==> config.mk <==
export PLATFORM = sky130hd
export DESIGN_NAME = axil_uart_tx_slave
export DESIGN_NICKNAME = d
export VERILOG_FILES = /design/src/rtl/axil_uart_pkg.sv /design/src/rtl/uart_tx_shifter.sv /design/src/rtl/axil_uart_tx_slave.sv
export SDC_FILE = /design/constraint.sdc
export NUM_CORES = 1
export LEC_CHECK = 0
export ABC_AREA = 0
export CORE_MARGIN = 2
export CORE_UTILIZATION = 25
export CTS_CLUSTER_DIAMETER = 60
export DETAILED_ROUTE_END_ITERATION = 7
export DONT_BUFFER_PORTS = 1
export PLACE_DENSITY = 0.36
export SYNTH_ARGS = -nofsm -noshare
export SYNTH_HDL_FRONTEND = slang
export SYNTH_SLANG_ARGS = --single-unit
==> constraint.sdc <==
create_clock -name i_clk -period 7.9 [get_ports i_clk]
set_clock_uncertainty 0.2 [all_clocks]
set_input_delay 1.58 -clock i_clk [delete_from_list [all_inputs] [get_ports i_clk]]
set_output_delay 1.58 -clock i_clk [all_outputs]
set_load 0.01 [all_outputs]
==> src/rtl/axil_uart_pkg.sv <==
// Shared constants and types for the AXI4-Lite UART transmit responder.
package axil_uart_pkg;

  localparam int unsigned AXI_DATA_W = 32;
  localparam int unsigned AXI_STRB_W = 4;
  localparam int unsigned BAUD_W     = 16;

  localparam logic [1:0] TXDATA = 2'd0;
  localparam logic [1:0] STATUS = 2'd1;
  localparam logic [1:0] BAUD   = 2'd2;

  localparam logic [1:0] RESP_OKAY   = 2'b00;
  localparam logic [1:0] RESP_SLVERR = 2'b10;

  typedef enum logic [1:0] {IDLE, START, DATA, STOP} tx_state_t;

endpackage

==> src/rtl/uart_tx_shifter.sv <==
// 8N1 serialiser with a valid/ready byte input; the bit period is latched at
// every bit boundary so divisor changes never stretch or cut a bit in flight.
module uart_tx_shifter
  import axil_uart_pkg::*;
(
  input  logic              clk,
  input  logic              rst,
  input  logic [BAUD_W-1:0] baud_div,
  input  logic              byte_valid,
  input  logic [7:0]        byte_data,
  output logic              byte_ready_c,
  output logic              tx,
  output logic              busy_c
);

  tx_state_t         state;
  logic [BAUD_W-1:0] cnt;
  logic [BAUD_W-1:0] div_q;
  logic [7:0]        shreg;
  logic [2:0]        idx;
  logic              bit_end_c;

  assign bit_end_c    = (cnt == div_q);
  // Accept in IDLE, or at the end of STOP so frames run back to back.
  assign byte_ready_c = (state == IDLE) || ((state == STOP) && bit_end_c);
  assign busy_c       = (state != IDLE);

  always_ff @(posedge clk) begin
    if (rst) begin
      state <= IDLE;
      cnt   <= '0;
      div_q <= '0;
      shreg <= '0;
      idx   <= '0;
      tx    <= 1'b1;
    end else begin
      case (state)
        IDLE: begin
          if (byte_valid) begin
            shreg <= byte_data;
            cnt   <= '0;
            div_q <= baud_div;
            tx    <= 1'b0;
            state <= START;
          end
        end
        START: begin
          if (bit_end_c) begin
            cnt   <= '0;
            div_q <= baud_div;
            tx    <= shreg[0];
            idx   <= '0;
            state <= DATA;
          end else begin
            cnt <= cnt + BAUD_W'(1);
          end
        end
        DATA: begin
          if (bit_end_c) begin
            cnt   <= '0;
            div_q <= baud_div;
            if (idx == 3'd7) begin
              tx    <= 1'b1;
              state <= STOP;
            end else begin
              tx    <= shreg[1];
              shreg <= {1'b0, shreg[7:1]};
              idx   <= idx + 3'd1;
            end
          end else begin
            cnt <= cnt + BAUD_W'(1);
          end
        end
        STOP: begin
          if (bit_end_c) begin
            cnt   <= '0;
            div_q <= baud_div;
            if (byte_valid) begin
              shreg <= byte_data;
              tx    <= 1'b0;
              state <= START;
            end else begin
              state <= IDLE;
            end
          end else begin
            cnt <= cnt + BAUD_W'(1);
          end
        end
        default: state <= IDLE;
      endcase
    end
  end

endmodule

==> src/rtl/axil_uart_tx_slave.sv <==
// AXI4-Lite responder fronting a byte FIFO and 8N1 UART transmitter, with
// STATUS and BAUD_DIV registers for firmware polling.
module axil_uart_tx_slave
  import axil_uart_pkg::*;
#(
  parameter int unsigned       FIFO_DEPTH = 8,
  parameter logic [BAUD_W-1:0] DIV_RESET  = 16'd433,
  parameter int unsigned       ADDR_W     = 4
) (
  input  logic                  i_clk,
  input  logic                  i_rst,
  input  logic [ADDR_W-1:0]     i_awaddr,
  input  logic                  i_awvalid,
  output logic                  o_awready,
  input  logic [AXI_DATA_W-1:0] i_wdata,
  input  logic [AXI_STRB_W-1:0] i_wstrb,
  input  logic                  i_wvalid,
  output logic                  o_wready,
  output logic [1:0]            o_bresp,
  output logic                  o_bvalid,
  input  logic                  i_bready,
  input  logic [ADDR_W-1:0]     i_araddr,
  input  logic                  i_arvalid,
  output logic                  o_arready,
  output logic [AXI_DATA_W-1:0] o_rdata,
  output logic [1:0]            o_rresp,
  output logic                  o_rvalid,
  input  logic                  i_rready,
  output logic                  o_uart_tx,
  output logic                  o_tx_irq
);

  localparam int unsigned PTR_W = $clog2(FIFO_DEPTH);
  localparam int unsigned CNT_W = PTR_W + 1;

  logic [7:0]        fifo_mem [FIFO_DEPTH];
  logic [CNT_W-1:0]  wr_ptr, rd_ptr, fifo_count_c;
  logic              fifo_empty_c, fifo_full_c;
  logic              push_c, pop_c, byte_ready_c, busy_c;

  logic              aw_held, w_held, wr_fire_c;
  logic [1:0]        aw_off;
  logic [15:0]       w_data;
  logic [1:0]        w_strb;
  logic [1:0]        wr_resp_c;
  logic [BAUD_W-1:0] baud_div;

  logic [AXI_DATA_W-1:0] rd_data_c;
  logic [1:0]            rd_resp_c;
  logic                  unused_c;

  assign unused_c = ^{i_awaddr, i_araddr, i_wdata[31:16], i_wstrb[3:2]};

  // Extra pointer MSB distinguishes full from empty.
  assign fifo_count_c = wr_ptr - rd_ptr;
  assign fifo_empty_c = (wr_ptr == rd_ptr);
  assign fifo_full_c  = (fifo_count_c == CNT_W'(FIFO_DEPTH));

  assign wr_fire_c = aw_held && w_held;
  assign push_c    = wr_fire_c && (aw_off == TXDATA) && w_strb[0] && !fifo_full_c;
  assign pop_c     = !fifo_empty_c && byte_ready_c;

  always_comb begin
    wr_resp_c = RESP_OKAY;
    if (aw_off == 2'd3) wr_resp_c = RESP_SLVERR;
    else if ((aw_off == TXDATA) && w_strb[0] && fifo_full_c) wr_resp_c = RESP_SLVERR;
  end

  always_comb begin
    rd_data_c = '0;
    rd_resp_c = RESP_OKAY;
    case (i_araddr[3:2])
      STATUS:  rd_data_c = {19'd0, 5'(fifo_count_c), 5'd0, fifo_empty_c, fifo_full_c, busy_c};
      BAUD:    rd_data_c = {16'd0, baud_div};
      2'd3:    rd_resp_c = RESP_SLVERR;
      default: rd_data_c = '0;
    endcase
  end

  always_ff @(posedge i_clk) begin
    if (i_rst) begin
      o_awready <= 1'b1;
      o_wready  <= 1'b1;
      o_arready <= 1'b1;
      o_bvalid  <= 1'b0;
      o_rvalid  <= 1'b0;
      o_bresp   <= RESP_OKAY;
      o_rresp   <= RESP_OKAY;
      o_rdata   <= '0;
      o_tx_irq  <= 1'b1;
      aw_held   <= 1'b0;
      w_held    <= 1'b0;
      aw_off    <= '0;
      w_data    <= '0;
      w_strb    <= '0;
      baud_div  <= DIV_RESET;
      wr_ptr    <= '0;
      rd_ptr    <= '0;
    end else begin
      // AW and W are captured independently and held until the write fires.
      if (i_awvalid && o_awready) begin
        o_awready <= 1'b0;
        aw_held   <= 1'b1;
        aw_off    <= i_awaddr[3:2];
      end
      if (i_wvalid && o_wready) begin
        o_wready <= 1'b0;
        w_held   <= 1'b1;
        w_data   <= i_wdata[15:0];
        w_strb   <= i_wstrb[1:0];
      end
      if (wr_fire_c) begin
        aw_held  <= 1'b0;
        w_held   <= 1'b0;
        o_bvalid <= 1'b1;
        o_bresp  <= wr_resp_c;
        if (aw_off == BAUD) begin
          if (w_strb[0]) baud_div[7:0]  <= w_data[7:0];
          if (w_strb[1]) baud_div[15:8] <= w_data[15:8];
        end
      end
      if (o_bvalid && i_bready) begin
        o_bvalid  <= 1'b0;
        o_awready <= 1'b1;
        o_wready  <= 1'b1;
      end

      if (push_c) begin
        fifo_mem[wr_ptr[PTR_W-1:0]] <= w_data[7:0];
        wr_ptr <= wr_ptr + CNT_W'(1);
      end
      if (pop_c) rd_ptr <= rd_ptr + CNT_W'(1);

      if (i_arvalid && o_arready) begin
        o_arready <= 1'b0;
        o_rvalid  <= 1'b1;
        o_rdata   <= rd_data_c;
        o_rresp   <= rd_resp_c;
      end else if (o_rvalid && i_rready) begin
        o_rvalid  <= 1'b0;
        o_arready <= 1'b1;
      end

      o_tx_irq <= fifo_empty_c && !busy_c;
    end
  end

  uart_tx_shifter u_shifter (
    .clk          (i_clk),
    .rst          (i_rst),
    .baud_div     (baud_div),
    .byte_valid   (!fifo_empty_c),
    .byte_data    (fifo_mem[rd_ptr[PTR_W-1:0]]),
    .byte_ready_c (byte_ready_c),
    .tx           (o_uart_tx),
    .busy_c       (busy_c)
  );

endmodule
==> Yosys cells after proc, flatten, opt, wreduce, memory -nomap -nowiden <==
Memories as Yosys holds them, arrays and structs flattened. A register that Yosys moved wholly into a read port is not among the register bits.
Index checks and enable logic that the tools add are counted.
W data, S select, Z words.
{ "word_totals": {"register_bits": 134, "ramBits": 64, "inputBits": 51, "wordCells": 124, "memories": 1} }
{ "op_classes": {"n_addsub": 5, "eq_ne": 19, "mux": 41, "n_reduce_logical": 34} }
{ "mem_list": {"columns": ["name", "words", "width", "rd", "rd_clocked_by_memory_dff", "wr", "line_no", "text"], "rows": [
  ["fifo_mem", 8, 8, 1, 1, 1, "axil_uart_tx_slave.sv:36", "logic [7:0] fifo_mem [FIFO_DEPTH];"]
]} }
{ "op_table": {"columns": ["operator", "n"], "rows": [
  ["$pmux W16 S2", 3],
  ["$mux W16", 4],
  ["$mux W8", 4],
  ["$pmux W8 S3", 1],
  ["$add A16 B1 Y16 const B", 1],
  ["$eq A16 B16 Y1", 1],
  ["$mux W2", 8],
  ["$mux W3", 5],
  ["$logic_and A1 B1 Y1", 14],
  ["$mux W1", 13],
  ["$eq A2 B2 Y1 const B", 6],
  ["$ne A2 B1 Y1 const B", 5],
  ["$reduce_and A3 Y1", 3],
  ["$add A4 B1 Y4 const B", 2],
  ["$pmux W2 S4", 1],
  ["$reduce_and A4 Y1", 2],
  ["$pmux W3 S2", 1],
  ["$reduce_bool A2 Y1", 3],
  ["$reduce_and A5 Y1", 1],
  ["$eq A2 B1 Y1 const B", 2],
  ["$eq A4 B4 Y1", 1],
  ["$eq A4 B4 Y1 const B", 1],
  ["$logic_not A2 Y1", 2],
  ["$ne A2 B2 Y1 const B", 2],
  ["other kinds (10)", 13]
]} }

==> Logic depth before layout (Yosys ltp) <==
Gate-level depths: netlist (run 1).
{ "logic_depth": {"depth_word": 7, "mapped_depth": 9} }

==> By module <==
A second synthesis (run 1) with hierarchy kept.
{ "hier_totals": {"hier_cells": 793, "area_unflattened_um2": 8428.1} }
{ "modules_own_cells": {"columns": ["module", "instances", "cells_each", "area_per_inst_um2", "seq_area_each_um2"], "rows": [
  ["axil_uart_tx_slave", 1, 468, 5589.1, 3383.2],
  ["uart_tx_shifter", 1, 325, 2839.0, 920.9]
]} }

==> Least setup slack after synthesis (run 1) <==
Ideal clock, no wire load.
{ "synth_timing": {"path_kind": "input -> register", "from": "in i_rst", "to": "mem fifo_mem[1][0] (enable)", "setup_ns": 0.395, "arrival_ns": 2.960, "setup_slack_ns": 4.345, "path_stages": 3, "path_buffers": 1, "path_cell_list": "clkbuf_1 or2_2 nor4_1"} }
{ "synth_between": {"elab_chain_len": 2} }
{ "synth_lines": {"columns": ["item", "line_no", "text"], "rows": [
  ["start: declaration", "axil_uart_tx_slave.sv:11", "input logic i_rst,"],
  ["$mux W1", "axil_uart_tx_slave.sv:81", "if (i_rst) begin"],
  ["$mux W1 (implied by the code)", "axil_uart_tx_slave.sv:129", "fifo_mem[wr_ptr[PTR_W-1:0]] <= w_data[7:0];"],
  ["end: declaration", "axil_uart_tx_slave.sv:36", null]
]} }
Every way passes these cells.

==> Worst setup path after layout (run 1) <==
{ "layout_timing": {"from": "reg wr_ptr[1]", "to": "mem fifo_mem[3][3] (enable)"} }
{ "layout_between": {"elab_chain_len": 7} }
{ "layout_lines": {"columns": ["item", "line_no", "text"], "rows": [
  ["start: declaration", "axil_uart_tx_slave.sv:37", "logic [CNT_W-1:0] wr_ptr, rd_ptr, fifo_count_c;"],
  ["start signal: assignment", "axil_uart_tx_slave.sv:130", "wr_ptr <= wr_ptr + CNT_W'(1);"],
  ["$sub A4 B4 Y4", "axil_uart_tx_slave.sv:55", "assign fifo_count_c = wr_ptr - rd_ptr;"],
  ["$eq A4 B4 Y1", "axil_uart_tx_slave.sv:57", "assign fifo_full_c = (fifo_count_c == CNT_W'(FIFO_DEPTH));"],
  ["$logic_not A1 Y1", "axil_uart_tx_slave.sv:60", "assign push_c = wr_fire_c && (aw_off == TXDATA) && w_strb[0] && !fifo_full_c;"],
  ["$logic_and A1 B1 Y1", "axil_uart_tx_slave.sv:60", null],
  ["$mux W1", "axil_uart_tx_slave.sv:128", "if (push_c) begin"],
  ["$mux W1", "axil_uart_tx_slave.sv:81", null],
  ["$mux W1 (implied by the code)", "axil_uart_tx_slave.sv:129", null]
]} }
Parallel ways exist; a longest one is shown, timed or not.

==> results of run 1 <==
[power breakdown]
| part | total [mW] | switching [mW] | internal [mW] |
|---|---|---|---|
| logic | 0.423 | 0.274 | 0.148 |
| clock network | 0.835 | 0.412 | 0.424 |
| registers | 1.08 | 0.0579 | 1.02 |
| total | 2.34 | 0.744 | 1.60 |
[final cells by class]
cell class / count / area share (%)
inverter: 19 / 0.821
clock inverter: 15 / 1.82
sequential: 183 / 49.6
clock buffer: 17 / 4.90
timing repair buffer: 7 / 0.605
tap: 396 / 5.71
multi-input combinational: 507 / 36.6
[cells in the final DEF (no fill, tap or decap), types with 4 or more instances in the layout]
| master | count |
|---|---|
| nand2_1 | 144 |
| dfxtp_1 | 119 |
| a21oi_1 | 66 |
| edfxtp_1 | 64 |
| nand3_1 | 42 |
| nor2_1 | 34 |
| mux2i_1 | 29 |
| o21ai_0 | 27 |
| xor2_1 | 19 |
| inv_1 | 18 |
| conb_1 | 18 |
| ha_1 | 17 |
| clkbuf_16 | 17 |
| mux4_2 | 16 |
| or3_1 | 8 |
| nor3_1 | 7 |
| and3_1 | 7 |
| buf_4 | 7 |
| a22oi_1 | 6 |
| nand2b_1 | 5 |
| nor4_1 | 5 |
| xnor2_1 | 4 |
| mux2_2 | 4 |
| inv_8 | 4 |
[registers in the layout (all words and copies together) (netlist names), 3 cells and up, named ones only]
register,cells
wr_ptr,4
u_shifter.cnt,16
o_rdata,16
w_data,16
fifo_mem,64
u_shifter.shreg,8
u_shifter.idx,3
baud_div,16
u_shifter.div_q,16
rd_ptr,4
[final timing paths]
path | from | end | slack [ns] | cells after the start
worst max-delay path | wr_ptr[1] | fifo_mem[3][3] | 4.56 | 7
worst min-delay path | u_shifter.shreg[7] | u_shifter.shreg[7] | 0.26 | 2
worst max register to register | wr_ptr[1] | fifo_mem[3][3] | 4.56 | 7
worst min register to register | u_shifter.shreg[7] | u_shifter.shreg[7] | 0.26 | 2
[per-layer routing]
metal | GRT usage, % | part of all wire, % | vias to the layer above
met5 | 0 | 0 | -
met1 | 14.6 | 44 | 2529
met2 | 19.7 | 49 | 107
met4 | 3.74 | 1.6 | 0
li1 | - | - | 2581
met3 | 3.64 | 5.0 | 19
[kinds of logic (layout without fill, tap and decap cells)]
group,count (synthesis),in the layout,synth area share (%)
AOI/OAI and AO/OA,122,122,9.13
xor gates and xnor gates,23,23,2.60
adders and majority gates,18,18,3.00
buffers and inverters,71,58,4.43
DFF,183,183,55.6
muxes,49,49,8.98
other,1,18,0.0484
and+or+nand+nor,277,277,16.2
[worst register-to-register path, stage by stage (launching register included)]
cell     delay (ns)
dfxtp_1        0.57
ha_1           0.31
nor2b_1        0.13
o21ai_0        0.19
nor3b_1        0.34
or4_1          0.24
nand2_1        0.14
nor3_2         0.83
==> impl_metrics.csv, run 1 <==
group,metric,value,unit
sta,slew_viol_final,0,
detailed_routing,vias,5236,
detailed_routing,postRouteAntennaNets,0,
sta,setup_ws,4.56,ns
power,totalPowerFinal,2.34,mW
logic_synthesis,yosysMostFrequentCell,"nand2_1",
critical_path,cp_max_fo,10,
clocking,cts_root_buf,"clkbuf_16",
logic_synthesis,ys_async_sr_fraction,0,%
final_layout,diodes,0,
logic_synthesis,syn-instance-count,744,
grt,grt_usage,11.8,%
final_layout,layout.nets,804,
logic_synthesis,yosys_warnings,0,
clocking,clockBufferDepth,2,
run,cap_violations,0,
critical_path,crit_chain,"ha_1 -> nor2b_1 -> o21ai_0 -> nor3b_1 -> or4_1 -> nand2_1 -> nor3_2",
detailed_routing,vias_per_cell,4.58,
sta,fin_tns_setup,0,ns
clocking,clock-sinks,183,
clocking,cts_setup_buffers,0,
die,fp.dieArea,32400,sq um
logic_synthesis,synth_top_area_share,30.8,%
clocking,clk_pin_slew,0.07,ns
logic_synthesis,yosys-top-cells-area,"dfxtp_1, edfxtp_1, nand2_1",
critical_path,start_kind,"register",
detailed_routing,wl,18900,um
logic_synthesis,syn_area,7740,sq um
final_layout,seqCellArea,4300,sq um
final_layout,fin_area,8680,sq um
critical_path,critPathBufInv,0,
die,num_rows,64,
die,initial_utilization,25.4,%
logic_synthesis,synth_common_cells,"nand2_1, dfxtp_1, a21oi_1",
final_layout,area_delta_synth_final,12.1,%
clocking,cts_max_level,4,
placed_design,routabilityCongestion,0.764,
outcome,status,"finished, final reports clean",
detailed_routing,wl_per_cell,16.5,um
logic_synthesis,yosysSeqAreaShare,55.6,%
sta,worst_pin_slew,1.02,ns
final_layout,stdcell_count,1144,
critical_path,end_kind,"register",
grt,grt-ovfl-total,0,
logic_synthesis,ys_seq_elements,183,
die,die_w,180,um
die,io_pins,94,
critical_path,cpPeakStageDelay,0.83,ns
placed_design,pre_cts_ws,4.49,ns
logic_synthesis,avgSynthCellArea,10.4,sq um
grt,grt_max_degree,96,
sta,fmax,300,MHz
sta,relSlewSlack,31.3,%
grt,antenna_found_initial,0,
sta,hold_violations,0,
logic_synthesis,synth_edf_count,64,
detailed_routing,first_iter_violations,221,
die,core_area,30500,sq um
clocking,tritoncts,"yes",
grt,grt_pass1_vias,5182,
sta,rsz0062_at_grt,"no",
logic_synthesis,synth_top_area_cell,"dfxtp_1",
sta,holdWs,0.256,ns
critical_path,crit_required,7.75,ns
logic_synthesis,synth_ff_type,"dfxtp_1",
critical_path,worstSetupPathType,"reg -> reg",
placed_design,io_buffers,0,
power,power_density,269,nW/um^2
clocking,cts-hold-fix-buffers,0,
critical_path,crit_slowest_cell,"nor3_2",
sta,fin_crit_sh,42.2,%
hold_path,hold_class,"reg -> reg",
critical_path,cp.arrival,3.19,ns
placed_design,detailed_place_hpwl,13100,um
detailed_routing,first_pass_iters,5,
final_layout,drive_gt1_share,9.36,%
critical_path,path_delay_family,"simple AND/OR/NAND/NOR gates",
power,p_leak,3.11,nW
final_layout,multiInputGateArea,3180,sq um
power,ir_drop,149,uV
sta,finalSetupViolCount,0,
logic_synthesis,synth.distinct_cells,58,
final_layout,nFillCells,3148,
placed_design,place_inst,1112,
clocking,ctsResizeCount,0,
clocking,numCtsBuffers,17,
detailed_routing,drcViolationCount,0,
final_layout,fin_util,28.5,%
grt,grt_pass1_wl,29600,um
sta,period_minus_slack,3.34,ns
die,die_y,180,um
clocking,insertion_delay,0.44,ns
placed_design,post_dp_cell_area,8100,sq um
Note: power is estimated with default switching activity, not from simulation.
==> run 2: changes to the inputs <==
- clock period: 7.9 -> 3.4 ns (I/O delays scaled with it)
==> run 2 against run 1 <==
Critical path depth is 2 higher. Sequential power is 130% higher. Global-route usage is 0.15 points higher. Core utilization is 0.15 points higher. Final cell count is 0.96% higher. Via count is 0.32% lower. Combinational power is 150% higher. Flip-flop and latch count stayed put. Worst hold slack worse by 0.12 ns. Non-clock buffer count is 11 higher. Fmax is 15% higher. Power is 130% higher. Critical endpoint is now fifo_mem[6][0].
==> impl_metrics.csv, run 2 (synthesized netlist as in run 1, its figures left out) <==
group,metric,value,unit
outcome,status,"finished, final reports clean",
sta,relSlewSlack,48.7,%
grt,grt_max_degree,96,
sta,hold_violations,0,
grt,grt-ovfl-total,0,
grt,grt_usage,12.0,%
final_layout,drive_gt1_share,10.0,%
hold_path,hp-start,"i_wvalid",
sta,period_minus_slack,2.90,ns
sta,fmax,345,MHz
final_layout,largest_reg_flops,64,
power,ir_drop,352,uV
sta,slew_viol_final,0,
sta,finalSetupViolCount,0,
final_layout,layout.nets,815,
sta,fin_crit_sh,85.2,%
clocking,cts_max_level,4,
critical_path,crit_path_start,"rd_ptr[1]",
final_layout,nFillCells,3174,
sta,rsz0062_at_grt,"no",
detailed_routing,postRouteAntennaNets,0,
placed_design,detailed_place_hpwl,13300,um
power,seq_power_share,46.1,%
die,num_rows,64,
critical_path,worstSetupPathType,"reg -> reg",
final_layout,fin_area,8730,sq um
critical_path,crit_required,3.34,ns
power,p_int,3.74,mW
clocking,clock-sinks,183,
clocking,numCtsBuffers,17,
clocking,cts_setup_buffers,0,
detailed_routing,first_iter_violations,249,
placed_design,io_buffers,0,
die,fp.dieArea,32400,sq um
power,sw_frac_of_total,31.3,%
sta,fin_tns_setup,0,ns
critical_path,r2r_start,"rd_ptr[1]",
detailed_routing,vias_per_cell,4.52,
final_layout,diodes,0,
placed_design,post_dp_cell_area,8170,sq um
sta,worst_pin_slew,0.769,ns
placed_design,routabilityCongestion,0.756,
die,io_pins,94,
critical_path,end_kind,"register",
sta,holdWs,0.139,ns
critical_path,cp.arrival,2.84,ns
detailed_routing,wl_per_cell,16.4,um
final_layout,final_common_cell,"nand2_1",
critical_path,start_kind,"register",
final_layout,final_cell_mix,"nand2_1, dfxtp_1, a21oi_1, edfxtp_1, nand3_1",
detailed_routing,first_pass_iters,4,
power,p_sw,1.70,mW
critical_path,cp_max_fo,8,
run,cap_violations,0,
clocking,cts-hold-fix-buffers,0,
clocking,insertion_delay,0.44,ns
power,power_density,623,nW/um^2
die,core_area,30500,sq um
detailed_routing,drcViolationCount,0,
die,die_y,180,um
grt,grt_pass1_vias,5261,
grt,antenna_found_initial,0,
power,p_leak,3.16,nW
clocking,cts_root_buf,"clkbuf_16",
clocking,tritoncts,"yes",
die,initial_utilization,25.4,%
detailed_routing,wl,18900,um
grt,grt_pass1_wl,30100,um
power,power_frac_comb,19.2,%
clocking,ctsResizeCount,0,
power,totalPowerFinal,5.44,mW
clocking,clockBufferDepth,2,
hold_path,hold_class,"in -> reg",
clocking,clk_pin_slew,0.08,ns
detailed_routing,vias,5219,
final_layout,area_delta_synth_final,12.7,%
power,clkPwrFrac,34.7,%
die,die_w,180,um
==> run 2: worst max-delay path, cell delays in order (launching register included) <==
cell and delay [ns]:
dfxtp_1 0.40, inv_1 0.11, ha_1 0.29, nor2b_1 0.13
o21ai_0 0.20, nor3b_1 0.35, or4_1 0.26, nand3_1 0.20
nor3_1 0.25, buf_4 0.22
==> run 2: path summary, 6_finish.rpt <==
| kind | slack [ns] | to | cells after the start |
|---|---|---|---|
| worst max-delay path | 0.50 | fifo_mem[6][0] | 9 |
| worst min-delay path | 0.14 | o_wready | 1 |
| worst max register to register | 0.50 | fifo_mem[6][0] | 9 |
| worst min register to register | 0.26 | u_shifter.shreg[7] | 2 |
==> run 2: power by group through the flow <==
stage / registers, mW / clock network (mW) / logic (mW)
finish: 2.51 / 1.89 / 1.04
CTS: 2.52 / 1.96 / 1.06
detailed placement: 2.57 / 0 / 1.06
global route: 2.53 / 2.06 / 1.19
floorplan: 2.51 / 0 / 0.832
global placement: 2.56 / 0 / 1.04
==> run 2: stage by stage <==
step           setup WS (ns)  util [%]  instances
3_5_place_dp           0.520      26.8       1123
6_report               0.503      28.6       1155
4_1_cts                0.499      28.6       1155
2_1_floorplan          0.299         -        761
5_1_grt                0.222      28.6       1155
3_3_place_gp           0.600      26.8       1123
==> run 2: metal layers <==
layer  vias to the layer above  part of all wire, %  GRT usage [%]  wire (um)
li1                       2597                    -              -          -
met1                      2521                   44           14.8       8420
met2                        86                   50           20.5       9490
met3                        15                  4.2           3.35        796
met4                         0                  1.2           3.23        220
met5                         -                    0              0          0
==> run 2: area by class of cell <==
cell class              count  area [sq um]  area share, %
clock inverters            14           133           1.52
clock buffers              18           429           4.92
inverters                  19          71.3          0.817
well taps                 396           495           5.68
flip-flops and latches    183          4300           49.3
repair buffers             18           135           1.55
multi-input cells         507          3160           36.2
